## config.mk

```make
export PLATFORM = sky130hd
export DESIGN_NAME = ifetch_unit_flat
export DESIGN_NICKNAME = d
export VERILOG_FILES = /design/src/rtl/ifetch_pkg.sv /design/src/rtl/ifetch_unit_if.sv /design/src/rtl/ifetch_timeout.sv /design/src/rtl/ifetch_unit.sv /design/src/flat_wrapper.sv
export SDC_FILE = /design/constraint.sdc
export NUM_CORES = 1
export LEC_CHECK = 0
export ABC_AREA = 1
export CORE_ASPECT_RATIO = 0.8
export CORE_MARGIN = 3
export CORE_UTILIZATION = 55
export CTS_CLUSTER_DIAMETER = 200
export CTS_CLUSTER_SIZE = 16
export DETAILED_ROUTE_END_ITERATION = 10
export DONT_BUFFER_PORTS = 1
export GPL_TIMING_DRIVEN = 0
export PLACE_DENSITY = 0.7
export SLEW_MARGIN = 20
export SYNTH_ARGS = -nofsm -noshare
export SYNTH_HDL_FRONTEND = slang
export SYNTH_SLANG_ARGS = --single-unit
```

## constraint.sdc

```tcl
create_clock -name clk -period 2.68 [get_ports clk]
set_input_delay 0.536 -clock clk [delete_from_list [all_inputs] [get_ports clk]]
set_output_delay 0.536 -clock clk [all_outputs]
set_load 0.005 [all_outputs]
```

## src/rtl/ifetch_pkg.sv

```systemverilog
// ifetch_pkg: constants and FSM state type shared by the fetch unit, the PC and instruction memory.
package ifetch_pkg;
    localparam int FETCH_ADDR_W = 8;
    localparam int FETCH_DATA_W = 32;
    localparam int FETCH_ADDR_LIMIT = 100;
    localparam int FETCH_TIMEOUT_CYC = 15;
    localparam logic [31:0] HALT_INSTR = 32'h00000073;
    localparam logic [31:0] NOP_INSTR = 32'h00000013;
    typedef enum logic [2:0] {IDLE, CHECK, WAIT, OUT, DONE} state_t;
endpackage

```

## src/rtl/ifetch_unit_if.sv

```systemverilog
// ifetch_unit_if: instruction-memory read handshake plus instruction delivery toward decode.
interface ifetch_unit_if #(
    parameter int ADDR_W = ifetch_pkg::FETCH_ADDR_W,
    parameter int DATA_W = ifetch_pkg::FETCH_DATA_W
);
    logic mem_req;
    logic [ADDR_W-1:0] mem_addr;
    logic mem_ack;
    logic [DATA_W-1:0] mem_rdata;
    logic [DATA_W-1:0] instr;
    logic instr_valid;
    logic instr_ready;
    modport master(output mem_req, mem_addr, instr, instr_valid, input mem_ack, mem_rdata, instr_ready);
    modport slave(input mem_req, mem_addr, instr, instr_valid, output mem_ack, mem_rdata, instr_ready);
endinterface

```

## src/rtl/ifetch_timeout.sv

```systemverilog
// ifetch_timeout: counts consecutive ack-less WAIT cycles and flags expiry on the TIMEOUT_CYC-th one.
module ifetch_timeout #(
    parameter int TIMEOUT_CYC = 15
) (
    input  logic clk,
    input  logic rst,
    input  logic active,
    input  logic ack,
    output logic expired
);
    localparam int CW = $clog2(TIMEOUT_CYC + 1);
    logic [CW-1:0] cnt;
    always_ff @(posedge clk or posedge rst)
        if (rst) cnt <= '0;
        else cnt <= active && !ack ? cnt + 1'b1 : '0;
    assign expired = active && !ack && cnt == CW'(TIMEOUT_CYC - 1);
endmodule

```

## src/rtl/ifetch_unit.sv

```systemverilog
// ifetch_unit: PC-driven instruction fetch sequencer (IDLE/CHECK/WAIT/OUT/DONE).
// Define FETCH_TIMEOUT_EN to add a mem_ack watchdog that faults after TIMEOUT_CYC cycles.
module ifetch_unit import ifetch_pkg::*; #(
    parameter int ADDR_W = FETCH_ADDR_W,
    parameter int DATA_W = FETCH_DATA_W,
    parameter int ADDR_LIMIT = FETCH_ADDR_LIMIT,
    parameter logic [DATA_W-1:0] HALT_INSTR = ifetch_pkg::HALT_INSTR,
    parameter int TIMEOUT_CYC = FETCH_TIMEOUT_CYC
) (
    input  logic clk,
    input  logic rst,
    input  logic [ADDR_W-1:0] pc_addr,
    output logic pc_stall,
    output logic program_finished,
    output logic fetch_fault,
    ifetch_unit_if.master bus
);
    state_t state, next;
    logic [ADDR_W-1:0] addr_q;
    logic [DATA_W-1:0] instr_q;
    logic valid_q, ack, misaligned, beyond, expired;
    assign ack = state == WAIT && bus.mem_ack;
    assign misaligned = addr_q[1:0] != 2'b00;
    assign beyond = addr_q >= ADDR_W'(ADDR_LIMIT);
`ifdef FETCH_TIMEOUT_EN
    ifetch_timeout #(.TIMEOUT_CYC(TIMEOUT_CYC)) u_timeout (
        .clk(clk),
        .rst(rst),
        .active(state == WAIT),
        .ack(bus.mem_ack),
        .expired(expired)
    );
`else
    logic unused_timeout;
    assign unused_timeout = |TIMEOUT_CYC;
    assign expired = 1'b0;
`endif
    always_ff @(posedge clk or posedge rst)
        if (rst) state <= IDLE;
        else state <= next;
    always_comb begin
        next = state;
        case (state)
            IDLE:    next = CHECK;
            CHECK:   next = misaligned || beyond ? DONE : WAIT;
            WAIT:    next = ack ? (bus.mem_rdata == HALT_INSTR ? DONE : OUT) : expired ? DONE : WAIT;
            OUT:     next = bus.instr_ready ? IDLE : OUT;
            default: next = DONE;
        endcase
    end
    // The halt word ends the program without ever reaching decode.
    always_ff @(posedge clk or posedge rst)
        if (rst) begin
            addr_q <= '0;
            instr_q <= '0;
            valid_q <= 1'b0;
            program_finished <= 1'b0;
            fetch_fault <= 1'b0;
        end else begin
            if (state == IDLE) addr_q <= pc_addr;
            if (state == WAIT && next == OUT) instr_q <= bus.mem_rdata;
            valid_q <= next == OUT;
            program_finished <= program_finished || next == DONE;
            fetch_fault <= fetch_fault || (state == CHECK && misaligned) || expired;
        end
    assign bus.mem_req = state == WAIT;
    assign bus.mem_addr = addr_q;
    assign bus.instr = instr_q;
    assign bus.instr_valid = valid_q;
    assign pc_stall = !(state == OUT && bus.instr_ready);
endmodule

```

## src/flat_wrapper.sv

```systemverilog
// flat-port wrapper written by rule: the top's interface ports become plain ports
module ifetch_unit_flat import ifetch_pkg::*;
#(
    parameter int ADDR_W = FETCH_ADDR_W,
    parameter int DATA_W = FETCH_DATA_W,
    parameter int ADDR_LIMIT = FETCH_ADDR_LIMIT,
    parameter logic [DATA_W-1:0] HALT_INSTR = ifetch_pkg::HALT_INSTR,
    parameter int TIMEOUT_CYC = FETCH_TIMEOUT_CYC
)
  (clk, rst, pc_addr, pc_stall, program_finished, fetch_fault, bus_mem_req, bus_mem_addr, bus_instr, bus_instr_valid, bus_mem_ack, bus_mem_rdata, bus_instr_ready);
  ifetch_unit_if #(.ADDR_W(ADDR_W), .DATA_W(DATA_W)) bus_i ();
  input  logic clk;
  input  logic rst;
  input  logic [ADDR_W-1:0] pc_addr;
  output logic pc_stall;
  output logic program_finished;
  output logic fetch_fault;
  output wire logic [$bits(bus_i.mem_req)-1:0] bus_mem_req;
  output wire logic [$bits(bus_i.mem_addr)-1:0] bus_mem_addr;
  output wire logic [$bits(bus_i.instr)-1:0] bus_instr;
  output wire logic [$bits(bus_i.instr_valid)-1:0] bus_instr_valid;
  input wire logic [$bits(bus_i.mem_ack)-1:0] bus_mem_ack;
  input wire logic [$bits(bus_i.mem_rdata)-1:0] bus_mem_rdata;
  input wire logic [$bits(bus_i.instr_ready)-1:0] bus_instr_ready;
  assign bus_mem_req = bus_i.mem_req;
  assign bus_mem_addr = bus_i.mem_addr;
  assign bus_instr = bus_i.instr;
  assign bus_instr_valid = bus_i.instr_valid;
  assign bus_i.mem_ack = bus_mem_ack;
  assign bus_i.mem_rdata = bus_mem_rdata;
  assign bus_i.instr_ready = bus_instr_ready;
  ifetch_unit #(.ADDR_W(ADDR_W), .DATA_W(DATA_W), .ADDR_LIMIT(ADDR_LIMIT), .HALT_INSTR(HALT_INSTR), .TIMEOUT_CYC(TIMEOUT_CYC)) u_core (.clk(clk), .rst(rst), .pc_addr(pc_addr), .pc_stall(pc_stall), .program_finished(program_finished), .fetch_fault(fetch_fault), .bus(bus_i));
endmodule
```

==> results.ini <==
[grt]
grt_pass1_wl_mm = 7.33
antenna_found_initial = 0
grt_use_total_pct = 19.1
grt_pass1_vias = 1559
grt_overflow = 0
grt_max_degree = 36

[route]
wl_per_cell_um = 13.9
via_per_inst = 5.06
drc_errors = 0
vias = 1589
first_pass_iters = 4
drtAntennaViolNets = 0
dr.first_iter.drc_count = 68
routed_wl_mm = 4.37

[floorplanning]
die-height_um = 62.5
rows = 19
io_pins = 89
initial_core_util_pct = 60.3
die_x_um = 76.6
coreArea_mm2 = 0.00364
die-area_mm2 = 0.00479

[clocking]
cts_tree = done
cts_hold_buf = 0
root_buffer = clkbuf_8
clkTransAtPathRegs_ps = 80
numCtsBuffers = 5
clock_path_buffers = 2
h-tree-depth = 2
clock_sinks = 46
clk_latency_ps = 290
cts_setup_buffers = 0
postCtsResizedCells = 0

[power_and_ir_drop]
p_int_uw = 1010
p_comb_share_pct = 5.0
switchingPower_uw = 284
powerDensity_mw_per_mm2 = 543
vdd_drop_max_mv = 0.297
power_frac_clock_pct = 36.9
swShare_pct = 21.9
leakage_uw = 0.00128
p_seq_share_pct = 58.1

[setup_path]
cp.depth = 3
crit_path_frequent_cell = inv_1
critical_path_class = reg2out
cpPeakStageDelay_ps = 410
crit_family = flip-flops
cpMaxStageDelayCell = dfrtp_1
reg2reg_depth = 7
worstSetupStartpointType = register
crit_required_ps = 2140
setup.worst_path.end_class = output port
cp_cell_sequence = inv_1 -> nand3_1 -> inv_1
crit_buf_inv = 2
critPathMaxFanout = 4
reg2reg_slack_ps = 1280
arrival_ps = 1080

[run_status]
status = complete, no violations

[timing]
fmax_mhz = 620
slew_headroom_pct = 74.0
rsz0062_at_grt = no
tns_ps = 0
period_share_pct = 60.2
slew_viol_final = 0
setup_ws_ps = 1070
hold_violations = 0
tightest_slew_ps = 389
setup_viol = 0
finalCriticalPeriod_ps = 1610
fin_skew_ps = 5.12

[yosys]
syn_area_mm2 = 0.00219
ys_warn_count = 0
ys_seq_area_share_pct = 52.5
synth_largest_area_cell = dfrtp_1
yosys.area.top_type_share_pct = 52.5
ys_seq_elements = 46
synth_nets = 297
yosysUniqueCellTypes = 23
postSynthCellCount = 253
syn_avg_cell_area_um2 = 8.67
synth_area_leaders = dfrtp_1 (52%), nand2_1 (12%), nand3_1 (8.2%)

[final_layout]
area_growth_pct = 8.90
final_cells = 314
antennaDiodeCount = 0
final_common_cell = nand2_1
most-common-layout-cells = nand2_1 (73), dfrtp_1 (46), nand3_1 (36), inv_1 (30), nand2_2 (20)
nets = 305
drive_gt1_share_pct = 20.6

[worst_hold_path]
hp-class = in2async

[placed_design]
io_buffers = 0
dpl.hpwl_mm = 3.35
dp_cells = 306
routabilityCongestion = 0.782
pre_cts_slack_ps = 1060

[flow_run]
cap_viol_max_count = 0

power groups by stage:
stage                     logic [uW]  registers, uW  clock network (uW)
final                           65.4            753                 478
after global routing            78.5            757                 520
after CTS                       67.6            754                 492
after detailed placement        67.7            767                   0
after global placement          62.1            767                   0
after floorplan                 53.5            760                   0
registers in the layout, indices dropped and copies added (netlist names):
name	cells
u_core.state	3
u_core.bus.mem_addr	8
u_core.bus.instr_valid	1
u_core.program_finished	1
u_core.fetch_fault	1
u_core.bus.instr	32
through the flow:
stage               area, um^2  util (%)  power, uW  hold slack, ps
global placement          2260      62.1        829             489
CTS                       2390      65.7       1310            54.3
detailed placement        2280      62.6        835             372
global route              2390      65.7       1360            67.5
finish                    2390      65.7       1300            53.3
floorplan                 2190         -        814             463
cell families after synthesis:
family | synth area share (%)
and+or+nand+nor | 33.4
DFF | 52.5
buffers and inverters | 9.53
AOI/OAI and AO/OA | 1.03
muxes | 3.59
synth_stat cells:
cell type,instances
nand2_1,73
nand2_2,20
buf_12,2
dfrtp_1,46
o21bai_1,1
buf_6,1
nor2_1,13
o21ai_0,1
and2_1,1
nor3_1,2
buf_2,3
nor2_2,4
buf_4,3
nand3b_1,1
inv_1,31
a21oi_1,2
nand2_4,1
inv_2,1
nand4_1,2
nand3_1,36
mux2_2,7
nand2_8,1
nor2_4,1
path summary, 6_finish.rpt:
kind                                       from                   end
min                                         rst  u_core.bus.instr[26]
max in group asynchronous                   rst  u_core.bus.instr[12]
max                             u_core.state[2]           bus_mem_req
min reg2reg                u_core.bus.instr[10]  u_core.bus.instr[10]
min in group clk              bus_mem_rdata[16]  u_core.bus.instr[16]
max reg2reg                     u_core.state[2]   u_core.bus.instr[8]
metal layers:
| metal | part of all wire (%) | global-route usage (%) |
|---|---|---|
| met1 | 44 | 24.0 |
| met4 | 1.1 | 6.79 |
| met5 | 0 | 0 |
| met3 | 12 | 8.79 |
| met2 | 43 | 28.9 |
layout make-up:
cell class / instances / area [um^2]
timing repair buffer: 1 / 20.0
inverter: 32 / 120
clock buffer: 8 / 110
multi-input combinational: 166 / 833
sequential: 46 / 1150
tap: 52 / 65.1
fill: 329 / 1250
buffer: 9 / 88.8
Note: power is estimated with default switching activity, not from simulation.
